`config.mk`:
```
export PLATFORM = sky130hd
export DESIGN_NAME = multicycle_controller
export DESIGN_NICKNAME = d
export VERILOG_FILES = /design/src/rtl/multicycle_controller.sv
export SDC_FILE = /design/constraint.sdc
export NUM_CORES = 1
export LEC_CHECK = 0
export ABC_AREA = 1
export CAP_MARGIN = 10
export CORE_MARGIN = 2
export CORE_UTILIZATION = 35
export DETAILED_ROUTE_END_ITERATION = 10
export DONT_BUFFER_PORTS = 1
export GPL_ROUTABILITY_DRIVEN = 1
export PLACE_DENSITY = 0.47
export SYNTH_ARGS = -nofsm -noshare
export SYNTH_HDL_FRONTEND = slang
export SYNTH_SLANG_ARGS = --single-unit
```
`constraint.sdc`:
```
create_clock -name clk -period 2.5 [get_ports clk]
set_input_delay 0.5 -clock clk [delete_from_list [all_inputs] [get_ports clk]]
set_output_delay 0.5 -clock clk [all_outputs]
set_load 0.02 [all_outputs]
```
`src/rtl/multicycle_controller.sv`:
```
// Multi-cycle IF/ID/EXE/MEM/WB sequencer for the single-issue CPU datapath.
// Handles memory ready stalls with a bounded wait, retired-instruction counting and sticky status.
module multicycle_controller #(
    parameter int unsigned CNT_WIDTH = 32,
    parameter int unsigned WAIT_MAX  = 15
) (
    input  logic                 clk,
    input  logic                 reset,
    input  logic [5:0]           op,
    input  logic [5:0]           funct,
    input  logic                 zero,
    input  logic                 mem_ready,
    output logic                 mem_req,
    output logic                 ir_wrt,
    output logic                 PCwrt,
    output logic                 jump,
    output logic                 branch,
    output logic                 regWrt,
    output logic                 memWrt,
    output logic                 memRd,
    output logic                 ALUsrcA,
    output logic                 ALUsrcB,
    output logic [2:0]           ALUctr,
    output logic                 extOp,
    output logic [2:0]           state,
    output logic [CNT_WIDTH-1:0] retired,
    output logic                 halted,
    output logic                 illegal,
    output logic                 timeout
);

    typedef enum logic [2:0] {
        StIf   = 3'b000,
        StId   = 3'b001,
        StExe  = 3'b010,
        StMem  = 3'b011,
        StWb   = 3'b100,
        StHalt = 3'b101
    } state_e;

    typedef enum logic [3:0] {
        ClsRAlu,
        ClsIAlu,
        ClsLw,
        ClsSw,
        ClsBeq,
        ClsBne,
        ClsJ,
        ClsHalt,
        ClsIllegal
    } cls_e;

    localparam logic [2:0] AluAdd = 3'b000;
    localparam logic [2:0] AluSub = 3'b001;
    localparam logic [2:0] AluAnd = 3'b010;
    localparam logic [2:0] AluOr  = 3'b011;
    localparam logic [2:0] AluSll = 3'b100;
    localparam logic [2:0] AluSlt = 3'b101;

    localparam logic [7:0] WAIT_LAST = 8'(WAIT_MAX - 1);

    state_e               r_state;
    state_e               w_state_nxt;
    logic [7:0]           r_wait;
    logic [7:0]           w_wait_nxt;
    logic [CNT_WIDTH-1:0] r_retired;
    logic                 r_halted;
    logic                 r_illegal;
    logic                 r_timeout;
    logic                 w_set_illegal;
    logic                 w_set_timeout;

    cls_e                 w_cls;
    logic [2:0]           w_dec_alu;
    logic                 w_dec_ext;
    logic                 w_dec_sll;

    logic                 w_mem_req;
    logic                 w_ir_wrt;
    logic                 w_pcwrt;
    logic                 w_jump;
    logic                 w_branch;
    logic                 w_reg_wrt;
    logic                 w_mem_wrt;
    logic                 w_mem_rd;
    logic                 w_src_a;
    logic                 w_src_b;
    logic [2:0]           w_alu_ctr;
    logic                 w_ext_op;

    // Instruction decode; op/funct come straight from the IR and stay stable after ID.
    always_comb begin
        w_cls     = ClsIllegal;
        w_dec_alu = AluAdd;
        w_dec_ext = 1'b0;
        w_dec_sll = 1'b0;
        unique case (op)
            6'b000000: begin
                w_cls = ClsRAlu;
                unique case (funct)
                    6'b100000: w_dec_alu = AluAdd;
                    6'b100010: w_dec_alu = AluSub;
                    6'b100100: w_dec_alu = AluAnd;
                    6'b100101: w_dec_alu = AluOr;
                    6'b000000: begin
                        w_dec_alu = AluSll;
                        w_dec_sll = 1'b1;
                    end
                    6'b101010: w_dec_alu = AluSlt;
                    default:   w_cls = ClsIllegal;
                endcase
            end
            6'b001000: begin
                w_cls     = ClsIAlu;
                w_dec_alu = AluAdd;
                w_dec_ext = 1'b1;
            end
            6'b001101: begin
                w_cls     = ClsIAlu;
                w_dec_alu = AluOr;
            end
            6'b001010: begin
                w_cls     = ClsIAlu;
                w_dec_alu = AluSlt;
                w_dec_ext = 1'b1;
            end
            6'b100011: begin
                w_cls     = ClsLw;
                w_dec_ext = 1'b1;
            end
            6'b101011: begin
                w_cls     = ClsSw;
                w_dec_ext = 1'b1;
            end
            6'b000100: begin
                w_cls     = ClsBeq;
                w_dec_alu = AluSub;
                w_dec_ext = 1'b1;
            end
            6'b000101: begin
                w_cls     = ClsBne;
                w_dec_alu = AluSub;
                w_dec_ext = 1'b1;
            end
            6'b000010: w_cls = ClsJ;
            6'b111111: w_cls = ClsHalt;
            default:   w_cls = ClsIllegal;
        endcase
    end

    // Next state and per-state datapath controls.
    always_comb begin
        w_state_nxt   = r_state;
        w_wait_nxt    = 8'd0;
        w_set_illegal = 1'b0;
        w_set_timeout = 1'b0;
        w_mem_req     = 1'b0;
        w_ir_wrt      = 1'b0;
        w_pcwrt       = 1'b0;
        w_jump        = 1'b0;
        w_branch      = 1'b0;
        w_reg_wrt     = 1'b0;
        w_mem_wrt     = 1'b0;
        w_mem_rd      = 1'b0;
        w_src_a       = 1'b0;
        w_src_b       = 1'b0;
        w_alu_ctr     = AluAdd;
        w_ext_op      = 1'b0;
        unique case (r_state)
            StIf: begin
                w_mem_req = 1'b1;
                if (mem_ready) begin
                    w_ir_wrt    = 1'b1;
                    w_state_nxt = StId;
                end else if (r_wait == WAIT_LAST) begin
                    w_set_timeout = 1'b1;
                    w_state_nxt   = StHalt;
                end else begin
                    w_wait_nxt = r_wait + 8'd1;
                end
            end
            StId: begin
                unique case (w_cls)
                    ClsRAlu, ClsIAlu, ClsLw, ClsSw, ClsBeq, ClsBne: w_state_nxt = StExe;
                    ClsJ: begin
                        w_pcwrt     = 1'b1;
                        w_jump      = 1'b1;
                        w_state_nxt = StIf;
                    end
                    ClsHalt: w_state_nxt = StHalt;
                    default: begin
                        // Undecodable instruction retires as a NOP.
                        w_set_illegal = 1'b1;
                        w_pcwrt       = 1'b1;
                        w_state_nxt   = StIf;
                    end
                endcase
            end
            StExe: begin
                w_alu_ctr = w_dec_alu;
                w_ext_op  = w_dec_ext;
                w_src_a   = !w_dec_sll;
                w_src_b   = (w_cls == ClsRAlu) || (w_cls == ClsBeq) || (w_cls == ClsBne);
                unique case (w_cls)
                    ClsRAlu, ClsIAlu: w_state_nxt = StWb;
                    ClsLw, ClsSw:     w_state_nxt = StMem;
                    ClsBeq: begin
                        w_pcwrt     = 1'b1;
                        w_branch    = zero;
                        w_state_nxt = StIf;
                    end
                    ClsBne: begin
                        w_pcwrt     = 1'b1;
                        w_branch    = !zero;
                        w_state_nxt = StIf;
                    end
                    default: w_state_nxt = StIf;
                endcase
            end
            StMem: begin
                w_mem_req = 1'b1;
                w_mem_wrt = (w_cls == ClsSw);
                w_mem_rd  = (w_cls == ClsLw);
                if (mem_ready) begin
                    if (w_cls == ClsSw) begin
                        w_pcwrt     = 1'b1;
                        w_state_nxt = StIf;
                    end else begin
                        w_state_nxt = StWb;
                    end
                end else if (r_wait == WAIT_LAST) begin
                    w_set_timeout = 1'b1;
                    w_state_nxt   = StHalt;
                end else begin
                    w_wait_nxt = r_wait + 8'd1;
                end
            end
            StWb: begin
                w_reg_wrt   = 1'b1;
                w_pcwrt     = 1'b1;
                w_mem_rd    = (w_cls == ClsLw);
                w_src_b     = (w_cls == ClsRAlu);
                w_state_nxt = StIf;
            end
            StHalt: w_state_nxt = StHalt;
            default: w_state_nxt = StIf;
        endcase
    end

    always_ff @(posedge clk or negedge reset) begin
        if (!reset) begin
            r_state   <= StIf;
            r_wait    <= 8'd0;
            r_retired <= '0;
            r_halted  <= 1'b0;
            r_illegal <= 1'b0;
            r_timeout <= 1'b0;
        end else begin
            r_state <= w_state_nxt;
            r_wait  <= w_wait_nxt;
            if (w_pcwrt) begin
                r_retired <= r_retired + CNT_WIDTH'(1);
            end
            if (w_state_nxt == StHalt) begin
                r_halted <= 1'b1;
            end
            if (w_set_illegal) begin
                r_illegal <= 1'b1;
            end
            if (w_set_timeout) begin
                r_timeout <= 1'b1;
            end
        end
    end

    // Controls are forced low while reset is asserted even though the state register sits in IF.
    assign mem_req = w_mem_req & reset;
    assign ir_wrt  = w_ir_wrt & reset;
    assign PCwrt   = w_pcwrt & reset;
    assign jump    = w_jump & reset;
    assign branch  = w_branch & reset;
    assign regWrt  = w_reg_wrt & reset;
    assign memWrt  = w_mem_wrt & reset;
    assign memRd   = w_mem_rd & reset;
    assign ALUsrcA = w_src_a & reset;
    assign ALUsrcB = w_src_b & reset;
    assign ALUctr  = reset ? w_alu_ctr : 3'b000;
    assign extOp   = w_ext_op & reset;

    assign state   = r_state;
    assign retired = r_retired;
    assign halted  = r_halted;
    assign illegal = r_illegal;
    assign timeout = r_timeout;

endmodule

```
* After elaboration in Yosys (flattened, before gate mapping) *
Cells that the tools add are included.

storage, ports and cells
  register bits = 46
  input bits = 16
  word-level logic and storage cells = 109

cells by class
  add/sub/neg operators = 2
  equality and inequality tests = 28
  mux-type cells = 42
  bitwise operators = 11
  reductions and logical operators = 20

operators with widths
  kind                   number
  $eq 6x6->1 const B     8
  $add 32x1->32 const B  1
  $pmux 4 s8             1
  $pmux 3 s5             2
  $mux 8                 3
  $mux 1                 23
  $eq 6x4->1 const B     3
  $mux 3                 6
  $reduce_or 6->1        3
  $eq 4x3->1 const B     4
  $eq 6x3->1 const B     2
  $logic_not 6->1        2
  $pmux 3 s2             2
  $pmux 3 s4             1
  $reduce_or 2->1        6
  $and 1x1->1            11
  $eq 3x3->1 const B     3
  $add 8x1->8 const B    1
  $eq 4x2->1 const B     2
  $eq 8x4->1 const B     1
  $reduce_or 8->1        1
  $reduce_or 7->1        1
  $eq 3x2->1 const B     2
  $eq 6x2->1 const B     1
  other kinds (10)       13

* Logic depth before layout (Yosys ltp) *
  depth in word-level cells = 9
  depth in mapped cells = 12
  depth with buffers taken out = 11

* Worst setup path before layout *
Ideal clock, no wire load.

  path kind = in2out
  from = input op[5]
  to = output PCwrt
  data arrival time = 1,744 ps
  data required time = 2,000 ps
  setup slack = 256 ps
  stages on the path = 8
  cells stage by stage = nor2_4 -> nand3_2 -> nor2_2 -> inv_2 -> nor2_1 -> a211oi_4 -> buf_6 -> a21oi_1

on the way
  longest elaborated chain between the ends = 8
  elaborated cells between the ends (all ways) = 27

ends and longest elaborated chain
  what                                                            RTL line       source
  start: declaration                                              9              input logic [5:0] op,
  $eq 6x4->1                                                      97             unique case (op)
  $reduce_or 3->1 (no source line)                                --
  $pmux 4 s8 (*)                                                  97
  $eq 4x3->1, or another cell as far along                        183, 204
  $reduce_or 7->1 (no source line), or another cell as far along  --
  $mux 1 (on tied branches)                                       183, 204, 224
  $pmux 1 s4 (*)                                                  169            unique case (r_state)
  $and 1x1->1 (*)                                                 279            assign PCwrt = w_pcwrt & reset;
  end: declaration                                                15             output logic PCwrt,

Mark *: on every way between the ends. The rest lies on a longest branch, timed or not.

* Final worst setup path *
  from = register r_state[1] (netlist: state[1])
  to = output ALUsrcB

on the way
  longest elaborated chain between the ends = 3
  elaborated cells between the ends (all ways) = 4

ends and longest elaborated chain
  what                                      RTL line  source
  start: declaration                        62        state_e r_state;
  start signal: assignment                  252       r_state <= StIf;
  start signal: assignment                  259       r_state <= w_state_nxt;
  $eq 3x3->1 or $eq 3x2->1 (tied branches)  169
  $pmux 1 s2 (*)                            169
  $and 1x1->1 (*)                           286       assign ALUsrcB = w_src_b & reset;
  end: declaration                          22        output logic ALUsrcB,

Marks and branches as above.

==> summary.md <==
The flow ran to the end, and the final reports show no timing, DRC or antenna violations. For this run, design rule violations remaining after detail routing come to 0. The most instantiated flip-flop cell in the synthesis netlist was sky130_fd_sc_hd__dfrtp_1. The unique cell type count in the Yosys netlist is 35, and the proportion of power drawn by the clock network is 42.1%. In the final routed layout, each cell accounts on average for 14.6 um. The starting density of the core is 35.7%. Net switching is 21.9% of the power. For the sequential-to-total area share from yosys stat, the log shows 35.4%. In the global route stage, overall resource usage came out at 17.9%. The tools report the launch instance of the worst register-to-register path as state[1]$_DFF_PN0_. Setup repair after global routing could not meet its margin everywhere.

Worst-path cell with the longest stage delay: sky130_fd_sc_hd__dfrtp_2. The clock drives 46 sinks. The run gives 68 as the count of boundary I/O pins. The routability-driven placement congestion ratio came out at 0.877. The logs give 0 for the number of inserted diodes and 0 for the total grt overflow. The endpoint identified for the worst register-to-register timing path is retired[20]$_DFFE_PN0P_. The length of the first detailed-routing pass in iterations is 4. The mean area per synthesized cell is 6.95 sq um, and the number of synthesized register bits is 46. Data required time of the worst path: 2.00 ns.

The worst setup path is of the register to output pin kind. By area the synthesized netlist is led by sky130_fd_sc_hd__dfrtp_1, sky130_fd_sc_hd__nand2_1, sky130_fd_sc_hd__nand3_1. The maximum clock skew at final layout was 0.00965 ns; the later-pin clock latency in the skew report was 0.30 ns.

IR analysis of the VDD net gives a maximum drop of 0.289 mV. The clock-pin slew of the registers on the worst-case setup and hold paths works out to 0.09 ns. For the number of antenna violations at the first check in global routing, the log shows 0. Yosys mapped a number of flops with a built-in enable equal to 0. The ratio of final minimum period to clock period is 94.0%, and the area of the die is 10100 sq um. The fraction of layout instances using a drive strength above 1 works out to 9.96%.

The worst-path maximum fanout is 3. The run gives 3013 as the via count of the first global-routing pass. The synthesized design spends more area on one cell type than any other, namely sky130_fd_sc_hd__dfrtp_1. The cell area power density is 387 nW/um^2.

The floorplan has 35 rows. Compared with the post-synthesis result, the final layout area differs by 10.1%. The worst reg-to-reg path cell count came out at 9. The synthesized design devotes to its leading area cell type 35.4% of total area. TritonCTS built the clock tree. For this run, asynchronously set or reset flops after synthesis account for 100%.

The number of placed instances, taps included, is 585. TritonCTS created 5 clock buffers. The wire length of the first global-routing pass was 14600 um; the final non-filler cell area was 3580 sq um. The detailed router finished its first iteration with 130 violations. Data arrives at the worst endpoint at 1.85 ns. In this run the cell area measured after placement is 3420 sq um. The power after layout is 1380 uW. Ranked by instance count, the synthesized netlist is headed by sky130_fd_sc_hd__nand2_1, sky130_fd_sc_hd__nor2_1, sky130_fd_sc_hd__nand3_1, sky130_fd_sc_hd__dfrtp_1, sky130_fd_sc_hd__inv_1. For this run, the top clock speed supported by timing is 425 MHz. Summed over all nets, the switching power comes to 303 uW. Cell internal power was estimated by the tool at 1080 uW. The tools report the total number of H-tree levels as 2.

In this run the clock root is driven by a sky130_fd_sc_hd__clkbuf_8. The smallest clock period supported by the final layout is computed as 2.35 ns. Measured against its own limit, the worst slew margin works out to 62.4%.

After floorplanning, the core was sized to cover 9110 sq um. The number of slew-limit violations in the final report is 0, and the cell count after synthesis is 468. The die outline width works out to 100 um.

The signal on the critical path passes through inv_1 -> nand2_1 -> nor2_4 -> inv_1 -> a211oi_2 -> nand2_1 -> o21ai_2 -> buf_4. The tools report the kind of start point of the critical path as a register. The final layout contains routed wiring with a total length of 8660 um. The number of synthesis warnings came out at 0. For the pin with the worst max-slew slack, the measured transition is 0.558 ns.

The cell area that synthesis handed to floorplanning was 3250 sq um. The static leakage is 0.00176 uW. The most common cell in the netlist is sky130_fd_sc_hd__nand2_1.

The tools report the total negative slack for setup checks as 0 ns. In this run the post-CTS setup repair buffer count came out at 0. The count of final setup violators came out at 0. The count of non-filler cells in the finished layout is 593, and the final hold violation count is 0.

Hold timing on the final database bottoms out at a slack of 0.0284 ns. Summed over all nets, the half-perimeter wirelength after detailed placement is 6540 um. Setup slack on the worst reg-to-reg path comes out at 0.44 ns. The quantity of I/O buffers inserted on ports was 0. Counting along the longest clock path gives a buffer depth of 2.

The longest individual stage delay on the worst path came out at 0.47 ns. The y dimension of the die came out at 100 um. The number of nets handed over by synthesis was 487.

The worst setup path is captured at an output pin. Using the TritonRoute via totals, the vias-per-cell ratio works out to 5.08. For the combinational share of power, the log shows 4.0%. The count of vias placed by the detailed router is 3014, and the number of max-capacitance violations reported is 0.

The path class of the tightest hold or removal check is primary input to asynchronous set/reset pin. The tools report the power share of the sequential group as 53.9%. The run gives 47 as the maximum number of pins on one net before global-route repair. Once detail routing completed, the nets flagged for antenna violations numbered 0. The run gives 501 as the final layout net count.
## logic make-up (layout without fill, tap and decap cells)
group	Yosys count	in the layout	share of synthesized area, %
fa+ha+maj	3	3	1.15
flops	46	46	35.4
compound gates	20	20	4.12
buf+inv	58	72	8.46
xor+xnor	33	33	8.89
simple gates	308	308	42.0
## what timing repair did
action | in CTS | in global routing
endpoints found under the hold margin | 46 | 0
resized for setup | 5 | 4
cloned | 0 | 0
pin swaps | 0 | 0
hold buffers | 1 | 0
setup endpoints to repair | 4 | 1
## final cells by class
| cell class | count | area [sq um] |
|---|---|---|
| Tap cell | 111 | 139 |
| Sequential cell | 46 | 1150 |
| Inverter | 48 | 180 |
| Multi-Input combinational cell | 364 | 1850 |
| Timing Repair Buffer | 17 | 148 |
| Fill cell | 997 | 5530 |
| Clock inverter | 1 | 30.0 |
| Clock buffer | 6 | 82.6 |
## power by group through the flow
stage	sequential, uW	combinational [uW]	clock, uW
floorplan	762	30.3	0
global placement	762	36.4	0
detailed placement	762	36.5	0
CTS	747	57.0	604
global route	747	64.8	631
finish	747	55.3	583
## per-stage QoR
stage	worst slack [ns]	util (%)
after CTS	0.00940	39.2
final	0.150	39.3
after floorplan	0.256	-
after global routing	-0.00368	39.3
after global placement	0.254	37.5
after detailed placement	0.220	37.5
## state kept, by name, indices dropped and copies added (netlist names)
register	count
retired	32
halted	1
state	3
timeout	1
r_wait	8
illegal	1
## worst max-delay path: cells and delay by family, from the launching register on
family                 cells  cell delay [ns]
buffers and inverters      3             0.39
and+or+nand+nor            3             0.33
DFF                        1             0.47
AOI/OAI and AO/OA          2             0.36
## routing by layer
metal / GRT usage [%] / vias up / part of all wire [%]
met5: 0 / - / 0
met2: 32.3 / 75 / 51
met1: 21.8 / 1398 / 43
li1: - / 1535 / -
met3: 4.04 / 6 / 5.4
met4: 3.27 / 0 / 0.72
## worst max path at each step
stage | start | end
finish | state[1]$_DFF_PN0_ | ALUsrcB
global route | state[2]$_DFF_PN0_ | PCwrt
CTS | state[1]$_DFF_PN0_ | ALUsrcB
detailed placement | op[5] | retired[20]$_DFFE_PN0P_
global placement | state[1]$_DFF_PN0_ | ALUsrcB
floorplan | op[5] | PCwrt
## cells in the final DEF, fill, tap and decap left out, types with 10 or more instances in the layout
| cell | netlist | layout |
|---|---|---|
| sky130_fd_sc_hd__nor3_1 | 25 | 24 |
| sky130_fd_sc_hd__nand3_1 | 53 | 53 |
| sky130_fd_sc_hd__nand4_1 | 10 | 10 |
| sky130_fd_sc_hd__xnor2_1 | 12 | 12 |
| sky130_fd_sc_hd__buf_4 | 3 | 16 |
| sky130_fd_sc_hd__xor2_1 | 21 | 21 |
| sky130_fd_sc_hd__inv_1 | 46 | 46 |
| sky130_fd_sc_hd__nand2_1 | 134 | 134 |
| sky130_fd_sc_hd__dfrtp_1 | 46 | 43 |
| sky130_fd_sc_hd__nor2_1 | 66 | 65 |
No activity file was read; power rests on OpenSTA's default activity.
